[src/rtl/mult_arbiter.sv]
// Round-robin share of one combinational multiplier between NUM_REQ lanes.
// Flow per transaction: accept operands (IDLE) -> sample product (CALC) -> hand back (RESP).

module mult_arbiter_lane #(
  parameter int PTR_W = 2,
  parameter int LANE  = 0
) (
  input  logic             accept_en,
  input  logic [PTR_W-1:0] grant_idx,
  input  logic             resp_en,
  input  logic [PTR_W-1:0] owner,
  output logic             req_ready,
  output logic             rsp_valid
);
  assign req_ready = accept_en && (grant_idx == PTR_W'(LANE));
  assign rsp_valid = resp_en && (owner == PTR_W'(LANE));
endmodule

module mult_arbiter #(
  parameter int NUM_REQ = 4,
  parameter int DATA_W  = 32,
  parameter int COUNT_W = 16
) (
  input  logic                      clk,
  input  logic                      rst,
  input  logic [NUM_REQ-1:0]        req_valid,
  output logic [NUM_REQ-1:0]        req_ready,
  input  logic [NUM_REQ*DATA_W-1:0] req_x,
  input  logic [NUM_REQ*DATA_W-1:0] req_y,
  output logic [DATA_W-1:0]         mul_x,
  output logic [DATA_W-1:0]         mul_y,
  input  logic [DATA_W-1:0]         mul_result,
  output logic [NUM_REQ-1:0]        rsp_valid,
  input  logic [NUM_REQ-1:0]        rsp_ready,
  output logic [DATA_W-1:0]         rsp_data,
  output logic                      busy,
  output logic [COUNT_W-1:0]        op_count
);
  localparam int PTR_W = (NUM_REQ > 1) ? $clog2(NUM_REQ) : 1;

  typedef enum logic [1:0] {IDLE, CALC, RESP} state_t;

  state_t             state_q, state_d;
  logic [PTR_W-1:0]   rr_ptr_q, rr_ptr_d;
  logic [PTR_W-1:0]   owner_q, owner_d;
  logic [DATA_W-1:0]  op_x_q, op_x_d;
  logic [DATA_W-1:0]  op_y_q, op_y_d;
  logic [DATA_W-1:0]  res_q, res_d;
  logic [COUNT_W-1:0] op_count_q, op_count_d;

  logic               grant_found;
  logic [PTR_W-1:0]   grant_idx;
  logic [PTR_W-1:0]   scan_idx;
  logic               accept_en;
  logic               resp_en;

  // Walk from farthest to nearest so the lane closest after rr_ptr wins last.
  always_comb begin
    grant_found = 1'b0;
    grant_idx   = '0;
    scan_idx    = '0;
    for (int k = NUM_REQ; k >= 1; k--) begin
      scan_idx = PTR_W'((int'(rr_ptr_q) + k) % NUM_REQ);
      if (req_valid[scan_idx]) begin
        grant_found = 1'b1;
        grant_idx   = scan_idx;
      end
    end
  end

  // Gated by rst so no lane sees an accept while the block is held in reset.
  assign accept_en = (state_q == IDLE) && grant_found && !rst;
  assign resp_en   = (state_q == RESP);

  for (genvar i = 0; i < NUM_REQ; i++) begin : g_lane
    mult_arbiter_lane #(.PTR_W(PTR_W), .LANE(i)) u_lane (
      .accept_en (accept_en),
      .grant_idx (grant_idx),
      .resp_en   (resp_en),
      .owner     (owner_q),
      .req_ready (req_ready[i]),
      .rsp_valid (rsp_valid[i])
    );
  end

  always_comb begin
    state_d    = state_q;
    rr_ptr_d   = rr_ptr_q;
    owner_d    = owner_q;
    op_x_d     = op_x_q;
    op_y_d     = op_y_q;
    res_d      = res_q;
    op_count_d = op_count_q;
    unique case (state_q)
      IDLE: if (accept_en) begin
        op_x_d   = req_x[int'(grant_idx)*DATA_W +: DATA_W];
        op_y_d   = req_y[int'(grant_idx)*DATA_W +: DATA_W];
        owner_d  = grant_idx;
        rr_ptr_d = grant_idx;
        state_d  = CALC;
      end
      CALC: begin
        res_d   = mul_result;
        state_d = RESP;
      end
      RESP: if (rsp_ready[owner_q]) begin
        op_count_d = op_count_q + COUNT_W'(1);
        state_d    = IDLE;
      end
      default: state_d = IDLE;
    endcase
  end

  always_ff @(posedge clk or posedge rst) begin
    if (rst) begin
      state_q    <= IDLE;
      rr_ptr_q   <= PTR_W'(NUM_REQ - 1);
      owner_q    <= '0;
      op_x_q     <= '0;
      op_y_q     <= '0;
      res_q      <= '0;
      op_count_q <= '0;
    end else begin
      state_q    <= state_d;
      rr_ptr_q   <= rr_ptr_d;
      owner_q    <= owner_d;
      op_x_q     <= op_x_d;
      op_y_q     <= op_y_d;
      res_q      <= res_d;
      op_count_q <= op_count_d;
    end
  end

  assign mul_x    = op_x_q;
  assign mul_y    = op_y_q;
  assign rsp_data = res_q;
  assign busy     = (state_q != IDLE);
  assign op_count = op_count_q;
endmodule

[config.mk]
export PLATFORM = sky130hd
export DESIGN_NAME = mult_arbiter
export DESIGN_NICKNAME = d
export VERILOG_FILES = /design/src/rtl/mult_arbiter.sv
export SDC_FILE = /design/constraint.sdc
export NUM_CORES = 1
export LEC_CHECK = 0
export BUFFER_PORTS_ARGS = -buffer_cell sky130_fd_sc_hd__clkbuf_2
export CAP_MARGIN = 15
export CORE_AREA = 2 2 161 163
export CTS_BUF_LIST = sky130_fd_sc_hd__clkbuf_4 sky130_fd_sc_hd__clkbuf_8 sky130_fd_sc_hd__clkbuf_16
export CTS_CLUSTER_DIAMETER = 200
export DETAILED_ROUTE_END_ITERATION = 16
export DIE_AREA = 0 0 163 165
export SKIP_CTS_REPAIR_TIMING = 1
export SLEW_MARGIN = 20
export SYNTH_ARGS = -nofsm -noshare
export SYNTH_HDL_FRONTEND = slang
export SYNTH_HIERARCHICAL = 1
export SYNTH_SLANG_ARGS = --single-unit
[constraint.sdc]
create_clock -name clk -period 9.9 [get_ports clk]
set_clock_uncertainty 0.2 [all_clocks]
set_input_delay 1.98 -clock clk [delete_from_list [all_inputs] [get_ports clk]]
set_output_delay 1.98 -clock clk [all_outputs]
set_load 0.05 [all_outputs]
==> flow_metrics.py <==
metrics = {
    "pwr": {
        "p_seq_share_pct": 25.0,
        "static-leakage-power_nw": 4.97,
        "p_sw_share_pct": 49.8,
        "p_per_area_nw_per_um2": 341,
        "pwr-share-comb_pct": 55.7,
        "clkPwrFrac_pct": 19.3,
        "p_sw_mw": 1.66,
        "ir_worst_vdd_uv": 185,
        "p_int_mw": 1.68,
    },
    "timing": {
        "fmax_mhz": 168,
        "tightest_slew_ns": 0.943,
        "slew_violations": 0,
        "period_share_pct": 60.2,
        "finalSetupViolCount": 0,
        "finalHoldViolCount": 0,
        "min_period_ns": 5.96,
        "setup_slack_ns": 3.94,
        "slew_headroom_pct": 37.1,
        "rsz0062_at_grt": "false",
        "finalSetupTns_ns": 0,
    },
    "worst_hold_path": {
        "hold_path_class": "reg -> reg",
        "min_delay_path_depth": 1,
        "min_from": "op_count[15]",
        "min_to": "op_count[15]",
    },
    "floorplan": {
        "die_h_um": 165,
        "io_pins": 419,
        "row_count": 58,
        "start_util_pct": 27.8,
        "die_w_um": 163,
        "coreArea_um2": 25000,
        "die_area_um2": 26900,
    },
    "setup_path": {
        "critPathLaunchType": "input port",
        "arrival_ns": 3.78,
        "cp_slowest_stage_delay_ns": 0.69,
        "r2r-start": "rr_ptr_q[1]",
        "regToRegSetupSlack_ns": 6.30,
        "critPathBufInv": 3,
        "cpMostUsedCell": "clkbuf_2",
        "worst_path_max_delay_cell": "a21oi_4",
        "crit_path_max_fanout": 24,
        "reg2reg_depth": 6,
        "worstPathRequired_ns": 7.72,
        "crit_type": "in -> out",
        "endpoint_kind": "output port",
        "path_cells": "clkbuf_2, mux2i_1, o22ai_1, a21oi_4, inv_1, and3b_1, clkbuf_2",
        "r2r_end": "mul_x[4]",
        "cpLargestDelayFamily": "compound AO/OA/AOI/OAI gates",
    },
    "detailed_routing": {
        "totalWireLength_mm": 22.7,
        "drt_iter0_markers": 302,
        "ant_nets": 0,
        "drt_first_pass_iters": 4,
        "via_count": 6486,
        "via_per_inst": 4.83,
        "post-route-drc-count": 0,
        "wire_per_inst_um": 16.9,
    },
    "grt": {
        "grt_overflow": 0,
        "antenna_found_initial": 1,
        "grt_pass1_vias": 6333,
        "grt_usage_pct": 16.2,
        "grt_max_degree": 84,
        "grt_pass1_wl_mm": 33.4,
    },
    "synthesis": {
        "ys_top_cells_by_area": "dfrtp_1, mux2_2, nand3_1",
        "yosys_warnings": 6,
        "yosysMostFrequentCell": "nand3_1",
        "synth.yosys.seq_area_share_pct": 42.5,
        "syn_nets": 914,
        "synth_area_um2": 6950,
        "synth_top_area_share_pct": 41.8,
        "synthFlopType": "dfrtp_1",
        "ys_async_sr_fraction_pct": 100,
        "ys_types": 40,
        "synth-edff-count": 0,
        "postSynthCellCount": 615,
        "avgSynthCellArea_um2": 11.3,
        "synth_top_area_cell": "dfrtp_1",
        "synth-seq-cells": 118,
        "synth_commonest_cells": "nand3_1, dfrtp_1, mux2_2",
    },
    "place": {
        "dpl_worst_slack_ns": 3.93,
        "port_buffers": 418,
        "dp_hpwl_mm": 16.5,
        "place_inst": 1312,
        "finalWeightedCongestion": 0.811,
    },
    "cells_and_area": {
        "drive_above_1_share_pct": 56.2,
        "utilization_pct": 39.2,
        "final_nets": 1300,
        "area_delta_synth_final_pct": 41.0,
        "instances_no_fill": 1344,
        "antenna_cells": 0,
    },
    "cts": {
        "cts_buffers": 17,
        "clk_path_buf_depth": 2,
        "clk_latency_ns": 0.41,
        "clk_pin_slew_ns": 0.06,
        "cts-root-buf": "clkbuf_16",
        "cts_sinks": 118,
        "cts_tree": "built",
        "htree_levels": 4,
    },
    "flow_run": {
        "max_cap_violations": 0,
    },
    "outcome": {
        "outcome": "finished, final reports clean",
    },
}
-- through the flow --
| step | hold slack (ns) | total power, mW | cell area, um^2 |
|---|---|---|---|
| floorplan | 0.291 | 2.29 | 6950 |
| global placement | 0.265 | 2.70 | 9190 |
| detailed placement | 0.272 | 2.72 | 9190 |
| CTS | 0.280 | 3.39 | 9800 |
| global route | 0.310 | 3.52 | 9800 |
| finish | 0.271 | 3.34 | 9800 |
-- placed cells by master, fill, tap and decap left out, types with 2 or more instances in the layout --
| cell | Yosys | final |
|---|---|---|
| nor2_1 | 8 | 7 |
| clkinv_4 | 0 | 4 |
| nor3_1 | 2 | 2 |
| bufinv_16 | 0 | 3 |
| a21oi_1 | 3 | 3 |
| nand4_1 | 2 | 2 |
| nand2b_1 | 2 | 2 |
| a21o_1 | 2 | 2 |
| xnor2_1 | 11 | 11 |
| mux2_2 | 80 | 80 |
| dfrtp_1 | 116 | 116 |
| dfstp_2 | 2 | 2 |
| nand2_1 | 10 | 10 |
| a221o_1 | 64 | 64 |
| and3_1 | 4 | 4 |
| clkinvlp_4 | 0 | 2 |
| nor2b_1 | 3 | 3 |
| inv_6 | 0 | 3 |
| xor2_1 | 4 | 4 |
| mux2i_1 | 65 | 65 |
| buf_4 | 0 | 9 |
| nor3b_2 | 2 | 2 |
| or2_2 | 2 | 2 |
| nand3_1 | 131 | 131 |
| mux2_4 | 17 | 17 |
| clkbuf_16 | 0 | 17 |
| inv_1 | 8 | 7 |
| inv_4 | 0 | 2 |
| clkbuf_2 | 0 | 418 |
| and3b_1 | 5 | 5 |
| clkinv_2 | 0 | 2 |
-- power by group through the flow --
| stage | Clock [mW] | Sequential [mW] | Combinational (mW) |
|---|---|---|---|
| after global routing | 0.691 | 0.861 | 1.97 |
| after detailed placement | 0 | 0.837 | 1.89 |
| final | 0.646 | 0.834 | 1.86 |
| after floorplan | 0 | 1.52 | 0.771 |
| after CTS | 0.667 | 0.835 | 1.88 |
| after global placement | 0 | 0.833 | 1.87 |
-- layer usage --
layer	part of all wire, %	up-vias	GRT usage [%]
li1	-	3107	-
met1	40	3074	18.6
met2	51	287	29.3
met3	7.6	16	4.42
met4	1.3	2	4.67
met5	0.057	-	0
-- how the worst max path moves through the flow --
stage                        end  slack, ns    startpoint  depth (start not counted)
global route        req_ready[2]       3.75  req_valid[3]                          7
floorplan           req_ready[0]       4.11  req_valid[3]                          6
finish              req_ready[2]       3.94  req_valid[3]                          7
detailed placement  req_ready[2]       3.93  req_valid[3]                          7
CTS                 req_ready[2]       3.93  req_valid[3]                          7
global placement    req_ready[2]       4.00  req_valid[2]                          7
-- sequential cells by signal (all words and copies together), names as in the netlist --
signal,cells
owner_q,2
rr_ptr_q,2
state_q,2
mul_x,32
rsp_data,32
op_count,16
mul_y,32
-- final cells by class --
class / instances / area (um^2)
Clock buffer: 18 / 433
Clock inverter: 14 / 176
Fill cell: 2480 / 15200
Inverter: 9 / 38.8
Multi-Input combinational cell: 428 / 3630
Sequential cell: 118 / 2960
Tap cell: 330 / 413
Timing Repair Buffer: 427 / 2160
-- kinds of logic (layout without fill, tap and decap cells) --
kind of cell	Yosys count	in the layout	share of synthesized area [%]
multiplexers	163	163	26.3
AND/OR/NAND/NOR	175	175	13.2
flip-flops	118	118	42.5
buffers and inverters	69	468	5.67
adder cells (fa/ha/maj)	1	1	0.180
AO/OA/AOI/OAI	74	74	10.2
XOR/XNOR	15	15	1.89
No activity file was read; power rests on OpenSTA's default activity.
